--- src/rtl/opfetch_pkg.sv ---
// opfetch_pkg: shared definitions for the operand-fetch stage.
//   - default bus widths (register data, register address, opcode)
//   - FSM state encoding for opfetch
//   - saturating increment helper for the hazard-stall counter
package opfetch_pkg;

    localparam int DEF_DATA_W = 16;   // register data bus width
    localparam int DEF_ADDR_W = 3;    // register address width (8 registers)
    localparam int DEF_OP_W   = 5;    // opcode width
    localparam int STALL_W    = 8;    // stall counter width

    typedef enum logic [1:0] {
        OPF_IDLE  = 2'd0,
        OPF_CHECK = 2'd1,
        OPF_OUT   = 2'd2
    } opf_state_e;

    // Increment that sticks at all-ones instead of wrapping.
    function automatic logic [STALL_W-1:0] sat_inc(input logic [STALL_W-1:0] v);
        return (&v) ? v : v + 1'b1;
    endfunction

endpackage

--- src/rtl/opfetch_scoreboard.sv ---
// opf_scoreboard: per-register busy vector for read-after-write hazard detection.
//   clk, rst_n              : clock, asynchronous active-low reset
//   set_i, set_addr_i       : mark a register busy (instruction dispatched that writes it)
//   clr_i, clr_addr_i       : mark a register free (writeback committed)
//   look1_addr_i/busy1_o    : combinational busy lookup, port 1
//   look2_addr_i/busy2_o    : combinational busy lookup, port 2
// When set and clear hit the same register in one cycle the set wins, because the
// newly dispatched writer is younger than the writeback being retired.
module opf_scoreboard #(
    parameter int ADDR_W = 3
) (
    input  logic              clk,
    input  logic              rst_n,
    input  logic              set_i,
    input  logic [ADDR_W-1:0] set_addr_i,
    input  logic              clr_i,
    input  logic [ADDR_W-1:0] clr_addr_i,
    input  logic [ADDR_W-1:0] look1_addr_i,
    input  logic [ADDR_W-1:0] look2_addr_i,
    output logic              busy1_o,
    output logic              busy2_o
);

    localparam int NREG = 1 << ADDR_W;

    logic [NREG-1:0] busy_q;
    logic [NREG-1:0] busy_d;
    logic [NREG-1:0] set_vec;
    logic [NREG-1:0] clr_vec;

    // One-hot decode of the set and clear addresses.
    for (genvar gi = 0; gi < NREG; gi++) begin : g_decode
        assign set_vec[gi] = set_i && (set_addr_i == ADDR_W'(gi));
        assign clr_vec[gi] = clr_i && (clr_addr_i == ADDR_W'(gi));
    end

    // Clear first, then OR in the set so a colliding set takes priority.
    assign busy_d = (busy_q & ~clr_vec) | set_vec;

    always_ff @(posedge clk or negedge rst_n) begin
        if (!rst_n) begin
            busy_q <= '0;
        end else begin
            busy_q <= busy_d;
        end
    end

    assign busy1_o = busy_q[look1_addr_i];
    assign busy2_o = busy_q[look2_addr_i];

endmodule

--- src/rtl/opfetch.sv ---
// opfetch: operand-fetch stage between decoder and execute.
//   clk, rst_n                 : clock, asynchronous active-low reset
//   in_valid/in_ready, in_*    : decoded instruction from the decoder
//   rf_read*/rf_addr*/rf_data* : two combinational register-file read ports
//   wb_valid/wb_addr/wb_data   : writeback bus (forwarding + scoreboard clear)
//   out_valid/out_ready, out_* : dispatched instruction and operands to execute
//   stall_cnt                  : saturating count of hazard-stall cycles
// The stage holds one instruction at a time. In CHECK it waits until every used
// source is free (or being written back this very cycle), reads the operands,
// and parks them in OUT until execute takes them. The destination is marked
// busy only when execute actually accepts the instruction.
module opfetch
    import opfetch_pkg::*;
#(
    parameter int DATA_W = DEF_DATA_W,
    parameter int ADDR_W = DEF_ADDR_W,
    parameter int OP_W   = DEF_OP_W
) (
    input  logic              clk,
    input  logic              rst_n,
    input  logic              in_valid,
    output logic              in_ready,
    input  logic [OP_W-1:0]   in_op,
    input  logic [ADDR_W-1:0] in_rs1,
    input  logic [ADDR_W-1:0] in_rs2,
    input  logic              in_use1,
    input  logic              in_use2,
    input  logic [ADDR_W-1:0] in_rd,
    input  logic              in_wen,
    output logic              rf_read1,
    output logic              rf_read2,
    output logic [ADDR_W-1:0] rf_addr1,
    output logic [ADDR_W-1:0] rf_addr2,
    input  logic [DATA_W-1:0] rf_data1,
    input  logic [DATA_W-1:0] rf_data2,
    input  logic              wb_valid,
    input  logic [ADDR_W-1:0] wb_addr,
    input  logic [DATA_W-1:0] wb_data,
    output logic              out_valid,
    input  logic              out_ready,
    output logic [OP_W-1:0]   out_op,
    output logic [DATA_W-1:0] out_a,
    output logic [DATA_W-1:0] out_b,
    output logic [ADDR_W-1:0] out_rd,
    output logic              out_wen,
    output logic [7:0]        stall_cnt
);

    opf_state_e        state_q;

    // Latched instruction fields.
    logic [OP_W-1:0]   op_q;
    logic [ADDR_W-1:0] rs1_q;
    logic [ADDR_W-1:0] rs2_q;
    logic              use1_q;
    logic              use2_q;
    logic [ADDR_W-1:0] rd_q;
    logic              wen_q;

    // Registered outputs.
    logic              out_valid_q;
    logic [OP_W-1:0]   out_op_q;
    logic [DATA_W-1:0] out_a_q;
    logic [DATA_W-1:0] out_b_q;
    logic [ADDR_W-1:0] out_rd_q;
    logic              out_wen_q;
    logic [7:0]        stall_cnt_q;

    logic [DATA_W-1:0] out_a_d;
    logic [DATA_W-1:0] out_b_d;
    logic [7:0]        stall_cnt_d;

    logic busy1;
    logic busy2;
    logic fwd1;
    logic fwd2;
    logic blocked;
    logic proceed;
    logic handoff;
    logic accept;

    opf_scoreboard #(
        .ADDR_W(ADDR_W)
    ) u_sb (
        .clk         (clk),
        .rst_n       (rst_n),
        .set_i       (handoff && out_wen_q),
        .set_addr_i  (out_rd_q),
        .clr_i       (wb_valid),
        .clr_addr_i  (wb_addr),
        .look1_addr_i(rs1_q),
        .look2_addr_i(rs2_q),
        .busy1_o     (busy1),
        .busy2_o     (busy2)
    );

    // A writeback to a source in this cycle both resolves its hazard and
    // supplies the operand (the register file has not been updated yet).
    assign fwd1    = wb_valid && (wb_addr == rs1_q);
    assign fwd2    = wb_valid && (wb_addr == rs2_q);
    assign blocked = (use1_q && busy1 && !fwd1) || (use2_q && busy2 && !fwd2);

    assign proceed = (state_q == OPF_CHECK) && !blocked;
    assign handoff = (state_q == OPF_OUT) && out_ready;
    assign in_ready = (state_q == OPF_IDLE) || handoff;
    assign accept   = in_valid && in_ready;

    assign rf_addr1 = rs1_q;
    assign rf_addr2 = rs2_q;
    assign rf_read1 = proceed && use1_q;
    assign rf_read2 = proceed && use2_q;

    always_comb begin
        out_a_d = '0;
        out_b_d = '0;
        if (use1_q) out_a_d = fwd1 ? wb_data : rf_data1;
        if (use2_q) out_b_d = fwd2 ? wb_data : rf_data2;
    end

    assign stall_cnt_d = sat_inc(stall_cnt_q);

    always_ff @(posedge clk or negedge rst_n) begin
        if (!rst_n) begin
            state_q     <= OPF_IDLE;
            op_q        <= '0;
            rs1_q       <= '0;
            rs2_q       <= '0;
            use1_q      <= 1'b0;
            use2_q      <= 1'b0;
            rd_q        <= '0;
            wen_q       <= 1'b0;
            out_valid_q <= 1'b0;
            out_op_q    <= '0;
            out_a_q     <= '0;
            out_b_q     <= '0;
            out_rd_q    <= '0;
            out_wen_q   <= 1'b0;
            stall_cnt_q <= '0;
        end else begin
            // accept is only possible from IDLE or on an OUT handoff.
            if (accept) begin
                op_q   <= in_op;
                rs1_q  <= in_rs1;
                rs2_q  <= in_rs2;
                use1_q <= in_use1;
                use2_q <= in_use2;
                rd_q   <= in_rd;
                wen_q  <= in_wen;
            end
            case (state_q)
                OPF_IDLE: begin
                    if (accept) state_q <= OPF_CHECK;
                end
                OPF_CHECK: begin
                    if (blocked) begin
                        stall_cnt_q <= stall_cnt_d;
                    end else begin
                        out_valid_q <= 1'b1;
                        out_op_q    <= op_q;
                        out_a_q     <= out_a_d;
                        out_b_q     <= out_b_d;
                        out_rd_q    <= rd_q;
                        out_wen_q   <= wen_q;
                        state_q     <= OPF_OUT;
                    end
                end
                OPF_OUT: begin
                    if (handoff) begin
                        out_valid_q <= 1'b0;
                        state_q     <= accept ? OPF_CHECK : OPF_IDLE;
                    end
                end
                default: state_q <= OPF_IDLE;
            endcase
        end
    end

    assign out_valid = out_valid_q;
    assign out_op    = out_op_q;
    assign out_a     = out_a_q;
    assign out_b     = out_b_q;
    assign out_rd    = out_rd_q;
    assign out_wen   = out_wen_q;
    assign stall_cnt = stall_cnt_q;

endmodule

--- config.mk ---
export PLATFORM = sky130hd
export DESIGN_NAME = opfetch
export DESIGN_NICKNAME = d
export VERILOG_FILES = /design/src/rtl/opfetch_pkg.sv /design/src/rtl/opfetch_scoreboard.sv /design/src/rtl/opfetch.sv
export SDC_FILE = /design/constraint.sdc
export NUM_CORES = 1
export LEC_CHECK = 0
export ABC_AREA = 1
export CAP_MARGIN = 30
export CORE_MARGIN = 2
export CORE_UTILIZATION = 42
export CTS_BUF_LIST = sky130_fd_sc_hd__clkbuf_4 sky130_fd_sc_hd__clkbuf_8
export DETAILED_ROUTE_END_ITERATION = 8
export PLACE_DENSITY = 0.89
export SYNTH_ARGS = -nofsm -noshare
export SYNTH_HDL_FRONTEND = slang
export SYNTH_SLANG_ARGS = --single-unit
--- constraint.sdc ---
create_clock -name clk -period 1.4 [get_ports clk]
set_input_delay 0.21 -clock clk [delete_from_list [all_inputs] [get_ports clk]]
set_output_delay 0.21 -clock clk [all_outputs]
set_load 0.01 [all_outputs]
==> qor.csv, run 1 <==
metric,value,unit
status,"finished, violations left",
violations,negative setup slack,
drt_pre_antenna_iters,5,
tightest_slew,0.4364,ns
setup_viol,55,
slew_violations,0,
setup.worst_path.start,rf_addr2[0],
via_per_inst,5.525,
worst-path-max-fanout,7,
grt_pass1_vias,4405,
cts.clk_slew.worst_paths,0.08,ns
drive_above_1_share,29.88,%
post_drt_wl_per_cell,18.24,microns
synth_top_cell_by_area,dfrtp_1,
synth_seq_cells,77,
holdCritPathClass,input port to flip-flop,
cp-end-kind,flip-flop,
hpwl,8311,microns
power.leakage,3.361,nW
clk_latency,0.34,ns
fillers,581,
synth_top_area_share,50.43,%
synth.distinct_cells,24,
fin_crit,1.904,ns
rsz0062_at_grt,true,
vdd_ir_drop_max,1.278,mV
layout-area-overhead-vs-synth,73.87,%
synth_ff_type,dfrtp_1,
die_h,99.39,microns
routed_wl,14480,microns
finalCritPeriodShare,136.0,%
skew,0.01096,ns
timing.rr.start,rf_addr2[0],
grt_pass1_wl,21470,microns
yosys-top-cells-area,"dfrtp_1, nand2_1, o21ai_0",
placement.io_buffers,131,
slew_headroom,70.91,%
coreArea,0.008763,sq mm
antenna_left,0,
num_rows,34,
ys_seq_area_share,50.43,%
fmax,0.5253,GHz
layout.nets,755,
cts_tree,yes,
antenna_found_initial,0,
grt_overflow,0,
drc,0,
crit_arrival,2.14,ns
yosysMostFrequentCell,nand2_1,
r2r_end,out_b[11],
dr.first_iter.drc_count,273,
reg2reg_depth,13,
post-route-util,75.81,%
maxCapViolations,0,
setup_ws,-0.5038,ns
die_x,99.39,microns
diodes,0,
cp_data_required_time,1.63,ns
cts.htree.levels,3,
cts_buffers,9,
start_kind,flip-flop,
fin_hold_ws,0.3582,ns
critPathCapture,out_b[11],
grt_usage,27.45,%
dieArea,0.009877,sq mm
synth_edf_count,0,
grt_max_degree,78,
syn-cell-area,0.003821,sq mm
place.gp.congestion,0.8716,
async_reset_ff_share,100.0,%
cts.sinks,77,
multi_input_area,0.001996,sq mm
yosys-top-cells-count,"nand2_1, dfrtp_1, inv_1, o21ai_0, o21ai_1",
vias,4387,
clockBufferDepth,2,
synth_cells,487,
syn_area_per_cell,7.846,sq um
p_per_area,2216,mW/mm^2
hold_viol_final,0,
ios,132,
synth_nets,561,
r2r_slack,-0.50,ns
final-seq-area,0.001933,sq mm
initial_core_util,43.60,%
root_buffer,clkbuf_8,
crit_type,flip-flop to flip-flop,
yosys_warnings,0,
-- repair_timing --
action,CTS,global route
cloned,12,1
pin swaps,13,17
gates resized for setup,139,112
buffers inserted,25,5
hold buffers,1,0
setup endpoints to repair,113,61
hold endpoints to repair,77,0
-- where the power goes --
part	internal [mW]	switching, mW	leakage, nW
logic	4.37	4.67	2.29
registers	3.15	0.740	0.960
clock network	0.988	0.808	0.109
total	8.51	6.22	3.36
-- state kept, by name, summed over array words and instances, names as in the netlist --
name / count
out_wen: 1
rf_addr1: 3
out_b: 16
use1_q: 1
out_a: 16
rd_q: 3
out_rd: 3
use2_q: 1
out_op: 5
state_q: 2
stall_cnt: 8
op_q: 5
wen_q: 1
out_valid: 1
rf_addr2: 3
u_sb.busy_q: 8
-- critical path, stage by stage (launching register included) --
cell     delay [ns]
dfrtp_2        0.44
buf_6          0.14
nand2_1        0.08
nand3_2        0.09
nand3_2        0.07
nand2_2        0.08
nand2_4        0.08
nand3_4        0.11
buf_6          0.16
buf_12         0.13
buf_8          0.13
buf_16         0.15
nand2_4        0.06
o21ai_2        0.06
-- through the flow --
step / setup slack [ns] / power (mW) / TNS [ns] / std cells / instance area, sq um
floorplan: -0.06850 / 6.900 / -2.576 / 487 / 3851
global placement: -0.8770 / 9.526 / -35.34 / 744 / 5504
detailed placement: -0.9285 / 9.739 / -42.87 / 744 / 5504
CTS: -0.4921 / 13.44 / -20.48 / 792 / 6297
global route: -0.5594 / 15.49 / -23.71 / 794 / 6644
finish: -0.5038 / 14.72 / -20.38 / 794 / 6644
-- routing by layer --
| layer | track usage (%) | wire, microns |
|---|---|---|
| met5 | 0 | 0 |
| met3 | 5.341 | 1015 |
| met4 | 11.49 | 547 |
| met1 | 34.63 | 5663 |
| met2 | 46.31 | 7254 |
-- worst min path at each step --
stage | slack [ns] | cells after the start | end | startpoint
after global routing | 0.40 | 4 | u_sb.busy_q[6] | wb_addr[2]
final | 0.36 | 4 | u_sb.busy_q[6] | wb_addr[2]
after detailed placement | 0.26 | 2 | out_b[0] | rst_n
after floorplan | -0.09 | 0 | op_q[0] | rst_n
after CTS | 0.40 | 4 | u_sb.busy_q[7] | wb_addr[0]
after global placement | 0.26 | 2 | out_b[2] | rst_n
-- kinds of logic (layout without fill, tap and decap cells) --
kind of cell             count (synthesis)  after routing  share of synthesized area [%]
AND/OR/NAND/NOR                        221            221                          23.61
AO/OA/AOI/OAI                          112            112                          16.11
flip-flops                              77             77                          50.43
buffers and inverters                   70            269                          8.153
XOR/XNOR                                 6              6                          1.375
adder cells (fa/ha/maj)                  1              1                         0.3274
-- layout by cell type (no fill, tap or decap), drive strengths merged --
cell             n
nand2          164
o21ai           85
buf             79
dfrtp           77
clkdlybuf4s50   68
dlygate4sd2     52
inv             45
nor2            27
nand3           21
a21oi           18
clkbuf          15
nand4            8
o41ai            8
xor2             6
clkdlybuf4s15    4
clkinv           2
a21boi           1
nor3             1
ha               1
clkinvlp         1
bufinv           1
dlygate4sd3      1
dlymetal6s2s     1
-- final cells by class --
type                    count  share of cell area (%)
flip-flops and latches     77                   29.10
inverters                  46                   2.863
well taps                 108                   2.034
multi-input cells         340                   30.04
clock inverters             3                  0.6403
clock buffers              13                   2.599
repair buffers            207                   32.73
Power figures use the tool's default switching activity.
==> inputs of run 2 (changes only) <==
--- a/config.mk
+++ b/config.mk
@@ -8,10 +8,10 @@
 export ABC_AREA = 1
 export CAP_MARGIN = 30
 export CORE_MARGIN = 2
-export CORE_UTILIZATION = 42
-export CTS_BUF_LIST = sky130_fd_sc_hd__clkbuf_4 sky130_fd_sc_hd__clkbuf_8
+export CORE_UTILIZATION = 41
 export DETAILED_ROUTE_END_ITERATION = 8
-export PLACE_DENSITY = 0.89
+export MAX_ROUTING_LAYER = met4
+export PLACE_DENSITY = 0.87
 export SYNTH_ARGS = -nofsm -noshare
 export SYNTH_HDL_FRONTEND = slang
 export SYNTH_SLANG_ARGS = --single-unit
==> run 2 against run 1 <==
  * The run still ends with negative setup slack left
  * Clock power is 7% lower
  * Flip-flop and latch count stayed put
  * Hold slack worse by 0.0058 ns
  * Critical endpoint is now rf_read1
  * Largest power group unchanged
==> qor.csv, run 2 (same netlist as run 1, synthesis figures left out) <==
metric,value,unit,change
status,"finished, violations left",,
violations,negative setup slack,,
num_rows,35,,+2.9%
dr_wl_met2,6561,microns,-9.6%
grt_pass1_vias,3840,,-13%
coreArea,0.009153,sq mm,+4.4%
ios,132,,unchanged
die_h,100.5,microns,+1.2%
dieArea,0.01011,sq mm,+2.3%
clk_latency,0.37,ns,+0.03 ns
power.leakage,3.193,nW,-5.0%
initial_core_util,41.75,%,-1.9 points
holdCritPathClass,input port to flip-flop,,
p_per_area,2060,mW/mm^2,-7.0%
cp-end-kind,output pin,,
cts_buffers,9,,unchanged
rsz0062_at_grt,true,,
antenna_left,0,,unchanged
setup_ws,-0.4962,ns,+0.007546 ns
crit_arrival,1.69,ns,-0.45 ns
crit_type,flip-flop to output pin,,
via_per_inst,5.201,,-5.9%
max_stage_delay,0.45,ns,about the same
tightest_slew,0.4753,ns,+0.03891 ns
stdcell_count,795,,+0.13%
clockBufferDepth,2,,unchanged
multi_input_area,0.001692,sq mm,-15%
root_buffer,clkbuf_8,,
layout.nets,753,,-0.26%
drive_above_1_share,20.47,%,-9.4 points
vdd_ir_drop_max,1.068,mV,-16%
diodes,0,,unchanged
crit_chain,"buf_6, nand2_1, nand3_1, nand3_1, nand2_2, nand2_2, nand3_4, nor2_4, buf_6",,
grt_pass1_wl,18660,microns,-13%
finalCritPeriodShare,135.4,%,-0.54 points
antenna_found_initial,0,,unchanged
fin_crit,1.896,ns,-0.007546 ns
layout.cells.most_common,nand2_1,,
grt_usage,24.19,%,-3.3 points
total_power,12.74,mW,-13%
dp_cells,751,,+0.94%
setup_viol,54,,-1.8%
cts.htree.levels,3,,unchanged
place.gp.congestion,0.9417,,+8.0%
drt_pre_antenna_iters,8,,+3
timing.rr.start,rf_addr2[0],,
hold_viol_final,0,,unchanged
worst-path-max-fanout,4,,-3
cts.clk_slew.worst_paths,0.08,ns,about the same
skew,0.01517,ns,+0.004218 ns
post_drt_wl_per_cell,16.46,microns,-9.7%
hpwl,8335,microns,+0.29%
grt_max_degree,37,,-53%
grt_overflow,0,,unchanged
crit_slowest_cell,dfrtp_2,,
die_x,100.5,microns,+1.2%
layout_common_cells,"nand2_1, dfrtp_1, clkdlybuf4s50_1",,
final-seq-area,0.001933,sq mm,unchanged
highest_layer,met4,,
hp-start,wb_addr[2],,
fmax,0.5274,GHz,+0.40%
cts_tree,yes,,
vias,4135,,-5.7%
dr_wl_met3,818,microns,-19%
dr.first_iter.drc_count,215,,-21%
wirelength_met1,5434,microns,-4.0%
start_kind,flip-flop,,
slew_headroom,68.31,%,-2.6 points
fillers,726,,+25%
cts.sinks,77,,unchanged
drc,0,,unchanged
slew_violations,0,,unchanged
routed_wl,13090,microns,-9.6%
setup.worst_path.start,rf_addr2[0],,
fin_hold_ws,0.3524,ns,-0.005784 ns
layout-area-overhead-vs-synth,61.92,%,
maxCapViolations,0,,unchanged
cp_data_required_time,1.19,ns,-0.44 ns
placement.io_buffers,131,,unchanged
-- run 2: changes by cell type in the layout (fill, tap and decap cells not counted), moves of 3 or more --
cell       change
o21ai_2       -32
nand2_1       +27
o21ai_1       +23
nand2_4       -16
nand2_2       -11
o21ai_0       +10
buf_16         -9
buf_4          +6
clkbuf_16      +6
buf_6          -4
clkbuf_8       -3
-- run 2: what timing repair did --
action	4_1_cts	5_1_grt
setup buffers	12	7
hold buffers	1	0
resized for setup	86	44
pin swaps	5	17
endpoints found under the hold margin	33	0
setup endpoints to repair	112	60
gates cloned	1	10
-- run 2: worst max-delay path, delay by kind of cell (launching register included) --
family	cells	cell delay, ns
buf+inv	2	0.24
simple gates	7	0.63
flops	1	0.45
-- run 2: metal layers --
layer  vias to the layer above  global-route usage, %
met3                        20                  5.756
met4                         0                  6.428
li1                       1968                      -
met1                      1974                  30.54
met2                       173                  39.34
met5                         -                      -
-- run 2: final timing paths --
kind	end	slack, ns	cells after the start
worst max-delay path	rf_read1	-0.50	9
worst min register to register	out_a[14]	0.48	2
min in group asynchronous	use2_q	0.42	2
worst max register to register	out_rd[0]	-0.45	12
max in group asynchronous	out_b[6]	0.46	3
worst min-delay path	u_sb.busy_q[5]	0.35	4
-- run 2: cell type report --
class / count / share of cell area [%]
sequential: 77 / 31.24
tap: 111 / 2.245
multi-input combinational: 340 / 27.34
inverter: 46 / 2.952
clock buffer: 10 / 2.063
timing repair buffer: 205 / 33.12
clock inverter: 6 / 1.031
-- run 2: power breakdown --
group | switching (mW) | total [mW] | internal (mW) | leakage (nW)
Clock | 0.859 | 1.68 | 0.821 | 0.0923
Combinational | 3.83 | 7.31 | 3.48 | 2.14
Sequential | 0.604 | 3.75 | 3.15 | 0.960
-- run 2: stage by stage --
step | setup slack, ns | TNS [ns] | util, % | area [sq um]
CTS | -0.4648 | -16.87 | 63.84 | 5843
detailed placement | -0.8616 | -40.75 | 60.64 | 5550
finish | -0.4962 | -20.24 | 67.60 | 6187
global route | -0.6003 | -25.70 | 67.60 | 6187
floorplan | -0.06850 | -2.576 | - | 3851
global placement | -0.8406 | -36.04 | 60.64 | 5550
